**src/rtl/prog_loader_pkg.sv**
```systemverilog
// Shared command codes and FSM state encoding for the program loader.
package prog_loader_pkg;

  localparam logic [7:0] LD_I = 8'hA5;
  localparam logic [7:0] LD_D = 8'h5A;
  localparam logic [7:0] GO   = 8'h3C;
  localparam logic [7:0] HALT = 8'hC3;

  typedef enum logic [2:0] {
    IDLE     = 3'd0,
    HDR_BASE = 3'd1,
    HDR_CNT  = 3'd2,
    LOAD     = 3'd3,
    RUN      = 3'd4
  } state_t;

endpackage

```
**src/rtl/prog_loader_word_assembler.sv**
```systemverilog
// Little-endian byte-to-word assembler: byte index plus shift buffer.
module word_assembler (
  input  logic        clk,
  input  logic        rst_n,
  input  logic        clear,
  input  logic        shift_en,
  input  logic [7:0]  in_data,
  output logic        word_done,
  output logic [31:0] word
);

  // Only the first three bytes need storage; the fourth is taken straight
  // from in_data so the word is complete in the handshake cycle itself.
  logic [1:0]  idx;
  logic [23:0] buf_q;

  assign word_done = shift_en && (idx == 2'd3);
  assign word      = {in_data, buf_q};

  // Byte index and shift buffer; first byte ends up in bits 7:0.
  always_ff @(posedge clk or negedge rst_n) begin
    if (!rst_n) begin
      idx   <= 2'd0;
      buf_q <= 24'd0;
    end else if (clear) begin
      idx   <= 2'd0;
      buf_q <= 24'd0;
    end else if (shift_en) begin
      idx   <= idx + 2'd1;
      buf_q <= {in_data, buf_q[23:8]};
    end
  end

endmodule

```
**src/rtl/prog_loader.sv**
```systemverilog
// Framed byte-stream loader writing 32-bit words into imem/dmem and
// gating the CPU with cpu_hold until a GO command.
//
// state    | meaning
// ---------+------------------------------------------------------
// IDLE     | waiting for a command byte, CPU held
// HDR_BASE | next byte is the base word address
// HDR_CNT  | next byte is the word count (0 aborts the frame)
// LOAD     | assembling data bytes, one write per 4 bytes
// RUN      | CPU released; only HALT is acted upon
module prog_loader
  import prog_loader_pkg::*;
#(
  parameter int ADDR_W = 8,
  parameter int CNT_W  = 8
) (
  input  logic              clk,
  input  logic              rst_n,
  input  logic              in_valid,
  input  logic [7:0]        in_data,
  output logic              in_ready,
  output logic              mem_we,
  output logic              mem_sel,
  output logic [ADDR_W-1:0] mem_addr,
  output logic [31:0]       mem_wdata,
  output logic              cpu_hold,
  output logic              busy,
  output logic              err,
  output logic [ADDR_W:0]   words_loaded
);

  state_t            state, state_nxt;
  logic              accept;
  logic [ADDR_W-1:0] wr_addr;
  logic [CNT_W-1:0]  remain;

  logic do_ld, do_go, do_halt, set_err, do_base, do_cnt, do_write;
  logic asm_clear, asm_shift, word_done;
  logic [31:0] asm_word;

  assign accept = in_valid && in_ready;
  assign busy   = (state == HDR_BASE) || (state == HDR_CNT) || (state == LOAD);

  word_assembler u_asm (
    .clk       (clk),
    .rst_n     (rst_n),
    .clear     (asm_clear),
    .shift_en  (asm_shift),
    .in_data   (in_data),
    .word_done (word_done),
    .word      (asm_word)
  );

  // State register.
  always_ff @(posedge clk or negedge rst_n) begin
    if (!rst_n) state <= IDLE;
    else        state <= state_nxt;
  end

  // Next-state decode and per-cycle control strobes.
  always_comb begin
    state_nxt = state;
    do_ld     = 1'b0;
    do_go     = 1'b0;
    do_halt   = 1'b0;
    set_err   = 1'b0;
    do_base   = 1'b0;
    do_cnt    = 1'b0;
    do_write  = 1'b0;
    asm_clear = 1'b0;
    asm_shift = 1'b0;
    case (state)
      IDLE: if (accept) begin
        if (in_data == LD_I || in_data == LD_D) begin
          do_ld     = 1'b1;
          state_nxt = HDR_BASE;
        end else if (in_data == GO) begin
          do_go     = 1'b1;
          state_nxt = RUN;
        end else begin
          set_err   = 1'b1;
        end
      end
      HDR_BASE: if (accept) begin
        do_base   = 1'b1;
        state_nxt = HDR_CNT;
      end
      HDR_CNT: if (accept) begin
        if (in_data == 8'h00) begin
          state_nxt = IDLE;
        end else begin
          do_cnt    = 1'b1;
          asm_clear = 1'b1;
          state_nxt = LOAD;
        end
      end
      LOAD: begin
        asm_shift = accept;
        if (word_done) begin
          do_write = 1'b1;
          if (remain == CNT_W'(1)) state_nxt = IDLE;
        end
      end
      RUN: if (accept && in_data == HALT) begin
        do_halt   = 1'b1;
        state_nxt = IDLE;
      end
      default: state_nxt = IDLE;
    endcase
  end

  // Handshake, hold and sticky error flags.
  always_ff @(posedge clk or negedge rst_n) begin
    if (!rst_n) begin
      in_ready <= 1'b0;
      cpu_hold <= 1'b1;
      err      <= 1'b0;
    end else begin
      in_ready <= 1'b1;
      if (do_go)   cpu_hold <= 1'b0;
      if (do_halt) cpu_hold <= 1'b1;
      if (set_err) err      <= 1'b1;
    end
  end

  // Frame header latches, word-count down-counter and memory write port.
  always_ff @(posedge clk or negedge rst_n) begin
    if (!rst_n) begin
      mem_we       <= 1'b0;
      mem_sel      <= 1'b0;
      mem_addr     <= '0;
      mem_wdata    <= 32'd0;
      words_loaded <= '0;
      wr_addr      <= '0;
      remain       <= '0;
    end else begin
      mem_we <= do_write;
      if (do_ld) begin
        mem_sel      <= (in_data == LD_D);
        words_loaded <= '0;
      end
      if (do_base) wr_addr <= ADDR_W'(in_data);
      if (do_cnt)  remain  <= CNT_W'(in_data);
      if (do_write) begin
        mem_addr     <= wr_addr;
        mem_wdata    <= asm_word;
        wr_addr      <= wr_addr + ADDR_W'(1);
        remain       <= remain - CNT_W'(1);
        words_loaded <= words_loaded + (ADDR_W + 1)'(1);
      end
    end
  end

endmodule

```
**config.mk**
```make
export PLATFORM = sky130hd
export DESIGN_NAME = prog_loader
export DESIGN_NICKNAME = d
export VERILOG_FILES = /design/src/rtl/prog_loader_pkg.sv /design/src/rtl/prog_loader_word_assembler.sv /design/src/rtl/prog_loader.sv
export SDC_FILE = /design/constraint.sdc
export NUM_CORES = 1
export LEC_CHECK = 0
export BUFFER_PORTS_ARGS = -buffer_cell sky130_fd_sc_hd__buf_2
export CORE_MARGIN = 3
export CORE_UTILIZATION = 40
export CTS_CLUSTER_DIAMETER = 150
export CTS_CLUSTER_SIZE = 30
export DETAILED_ROUTE_END_ITERATION = 7
export MAX_ROUTING_LAYER = met4
export PLACE_DENSITY_LB_ADDON = 0.12
export SYNTH_ARGS = -nofsm -noshare
export SYNTH_HDL_FRONTEND = slang
export SYNTH_HIERARCHICAL = 1
export SYNTH_SLANG_ARGS = --single-unit
```
**constraint.sdc**
```tcl
create_clock -name clk -period 2.25 [get_ports clk]
set_input_delay 0.45 -clock clk [delete_from_list [all_inputs] [get_ports clk]]
set_output_delay 0.45 -clock clk [all_outputs]
set_load 0.03 [all_outputs]
```
==> flow_summary_export.csv <==
group,metric,value,unit
run_status,status,"finished, final reports clean",
place,dp_worst_setup_slack,73.6,ps
logic_synthesis,seq_area_frac_synth,0.553,
floorplan,boundaryPins,66,
timing,tns,0,ps
grt,grt_max_degree,47,
pwr,seqPwrFrac,0.560,
pwr,leakagePower,0.00279,uW
timing,maxSlewHeadroom,0.593,
logic_synthesis,syn-num-nets,489,
setup_path,end_kind,"register",
logic_synthesis,ys.flop_type,"dfrtp_1",
layout,diodes,0,
setup_path,cp.arrival,2350,ps
hold_path,hp-class,"in -> reg",
timing,finalSetupViolations,0,
pwr,p_sw_frac,0.254,
grt,track_usage,0.184,
clock_network,cts_tree,"yes",
drt,detail-route-antenna-nets,0,
drt,drc_errors,0,
grt,grt_pass1_vias,3569,
layout,layout-drive-gt1-share,0.211,
setup_path,worstPathRequired,2520,ps
timing,fin_crit,2080,ps
timing,rsz0062_at_grt,"false",
flow_run,drv_cap,0,
drt,firstDrtPassIters,4,
grt,overflow,0,
floorplan,core_area,10900,um2
clock_network,clk_pin_slew_worst_paths,100,ps
place,port_buffers,65,
clock_network,htreeDepth,3,
drt,routed.top_layer,"met4",
grt,grt_pass1_wl,17.8,mm
logic_synthesis,synth_top_area_cell,"dfrtp_1",
pwr,p_comb_frac,0.075,
timing,tightest_slew,607,ps
drt,finalWirelength,10.8,mm
logic_synthesis,yosys-top-cells-area,"dfrtp_1, nand2_1, mux2i_1",
logic_synthesis,netlist_area,4480,um2
logic_synthesis,syn_avg_cell_area,9.48,um2
logic_synthesis,synthCells,473,
timing,drv_slew,0,
grt,grt_antenna_before_repair,0,
drt,met3_length,442,um
setup_path,reg2reg_from,"state[2]",
timing,fin_skew,10.3,ps
setup_path,reg2reg_depth,10,
place,dpl_cell_area,5000,um2
place,gp_congestion,0.908,
logic_synthesis,yosys_warnings,6,
layout,final_cell_mix,"nand2_1, dfrtp_1, buf_2, nor2_1, mux2i_1",
logic_synthesis,ys_seq_elements,99,
layout,nNetsFinal,561,
clock_network,clk-insertion-delay-late,380,ps
logic_synthesis,synth_edf_count,0,
layout,fin_util,0.480,
drt,drt_iter0_drc,229,
clock_network,cts_sinks,99,
layout,final_common_cell,"nand2_1",
clock_network,cts_buffers,9,
timing,hold_viol_final,0,
setup_path,r2r_slack,170,ps
drt,post_drt_wl_per_cell,15.6,um
drt,via_count,3550,
pwr,p_int,2410,uW
hold_path,min_from,"in_data[4]",
pwr,p_clk_frac,0.365,
logic_synthesis,synth_cell_type_count,50,
pwr,p_switching,822,uW
timing,worst_hold_slack,346,ps
setup_path,rr_endpoint,"wr_addr[4]",
floorplan,die_h,112,um
drt,dr_wl_met2,4.63,mm
setup_path,path_max_fanout,24,
setup_path,worstSetupPathType,"reg -> reg",
logic_synthesis,synth_top_cell_area_share,0.547,
hold_path,hold_end,"mem_wdata[28]",
floorplan,start_util,0.412,
layout,fin_area,5230,um2
drt,via_per_inst,5.14,
pwr,p_per_area,618,nW/um2
floorplan,die_area,12500,um2
timing,min_period_over_period,0.924,
place,hpwl,7.60,mm
hold_path,worstHoldPathCells,3,
setup_path,critPathLaunchType,"register",
logic_synthesis,synth-async-reset-ratio,1.00,
layout,syn_to_final_growth,16.6,%
clock_network,root_buffer,"clkbuf_8",
clock_network,clockBufferDepth,2,
drt,routedLengthMet1,5.42,mm
floorplan,num_rows,38,
timing,clock.fmax,481,MHz
pwr,worst_ir_drop_vdd,0.281,mV
timing,setup_slack,170,ps
floorplan,die-width,112,um
## worst max path at each step
stage / startpoint / endpoint / slack (ps)
2_1_floorplan: state[2] / remain[7] / 10
3_3_place_gp: in_valid / wr_addr[5] / 80
3_5_place_dp: in_valid / wr_addr[4] / 70
4_1_cts: state[2] / wr_addr[4] / 80
5_1_grt: state[2] / wr_addr[4] / 7
6_report: state[2] / wr_addr[4] / 170
## Yosys cell counts (3+ instances only)
library cell,instances
a21oi_1,16
and3_1,3
buf_2,9
buf_4,8
clkbuf_1,9
dfrtp_1,98
ha_1,5
inv_1,9
mux2i_1,26
nand2_1,149
nand3_1,15
nand4_1,3
nor2_1,48
nor3_1,5
o211ai_1,4
o21ai_0,14
o21ai_1,5
o22ai_1,3
o311ai_0,3
## power groups by stage
stage	registers (uW)	logic, uW	clock network (uW)
3_3_place_gp	1840	235	0
3_5_place_dp	1840	238	0
5_1_grt	1810	263	1290
4_1_cts	1810	240	1230
2_1_floorplan	1850	117	0
6_report	1810	242	1180
## timing repair
item / 4_1_cts / 5_1_grt
gates resized for setup: 0 / 3
endpoints found under the setup margin: 0 / 24
hold buffers: 1 / 0
hold endpoints to repair: 16 / 0
setup buffers: 0 / 0
## through the flow
step / total power, uW / instances
after detailed placement: 2080 / 673
after CTS: 3280 / 690
after global placement: 2080 / 673
after floorplan: 1970 / 473
final: 3230 / 690
after global routing: 3370 / 690
## layout make-up
type | count | area [um2]
clock inverters | 6 | 72.6
multi-input cells | 336 | 1800
clock buffers | 10 | 128
inverters | 9 | 36.3
well taps | 140 | 175
flip-flops and latches | 99 | 2480
repair buffers | 90 | 534
fillers | 1039 | 5660
## per-layer routing
layer,up-vias,global-route usage
met2,79,0.261
met3,17,0.0321
met1,1738,0.256
li1,1716,-
met5,-,-
met4,0,0.0884
## critical path, stage by stage, from the launching register on
cell and delay, ps:
dfrtp_1 390, inv_1 100, nand3_1 160, nor2_4 150, and2_1 210, nand4b_4 210
inv_4 150, buf_6 230, nand3_1 150, o22ai_1 160, nor2_1 60
## logic make-up (layout without fill, tap and decap cells)
logic type,Yosys count,after routing,synth area share
adder cells (fa/ha/maj),5,5,0.0140
buffers and inverters,38,115,0.0500
AO/OA/AOI/OAI,62,62,0.0893
AND/OR/NAND/NOR,240,240,0.231
flip-flops,99,99,0.553
other,1,1,0.000836
XOR/XNOR,2,2,0.00391
multiplexers,26,26,0.0581
## registers in the layout, indices dropped and copies added (netlist names)
name          flops
u_asm/buf_q      24
u_asm/idx         2
state             3
remain            8
mem_addr          8
in_ready          1
wr_addr           8
mem_sel           1
mem_we            1
err               1
words_loaded      9
cpu_hold          1
mem_wdata        32
(Power assumes the default switching activity.)
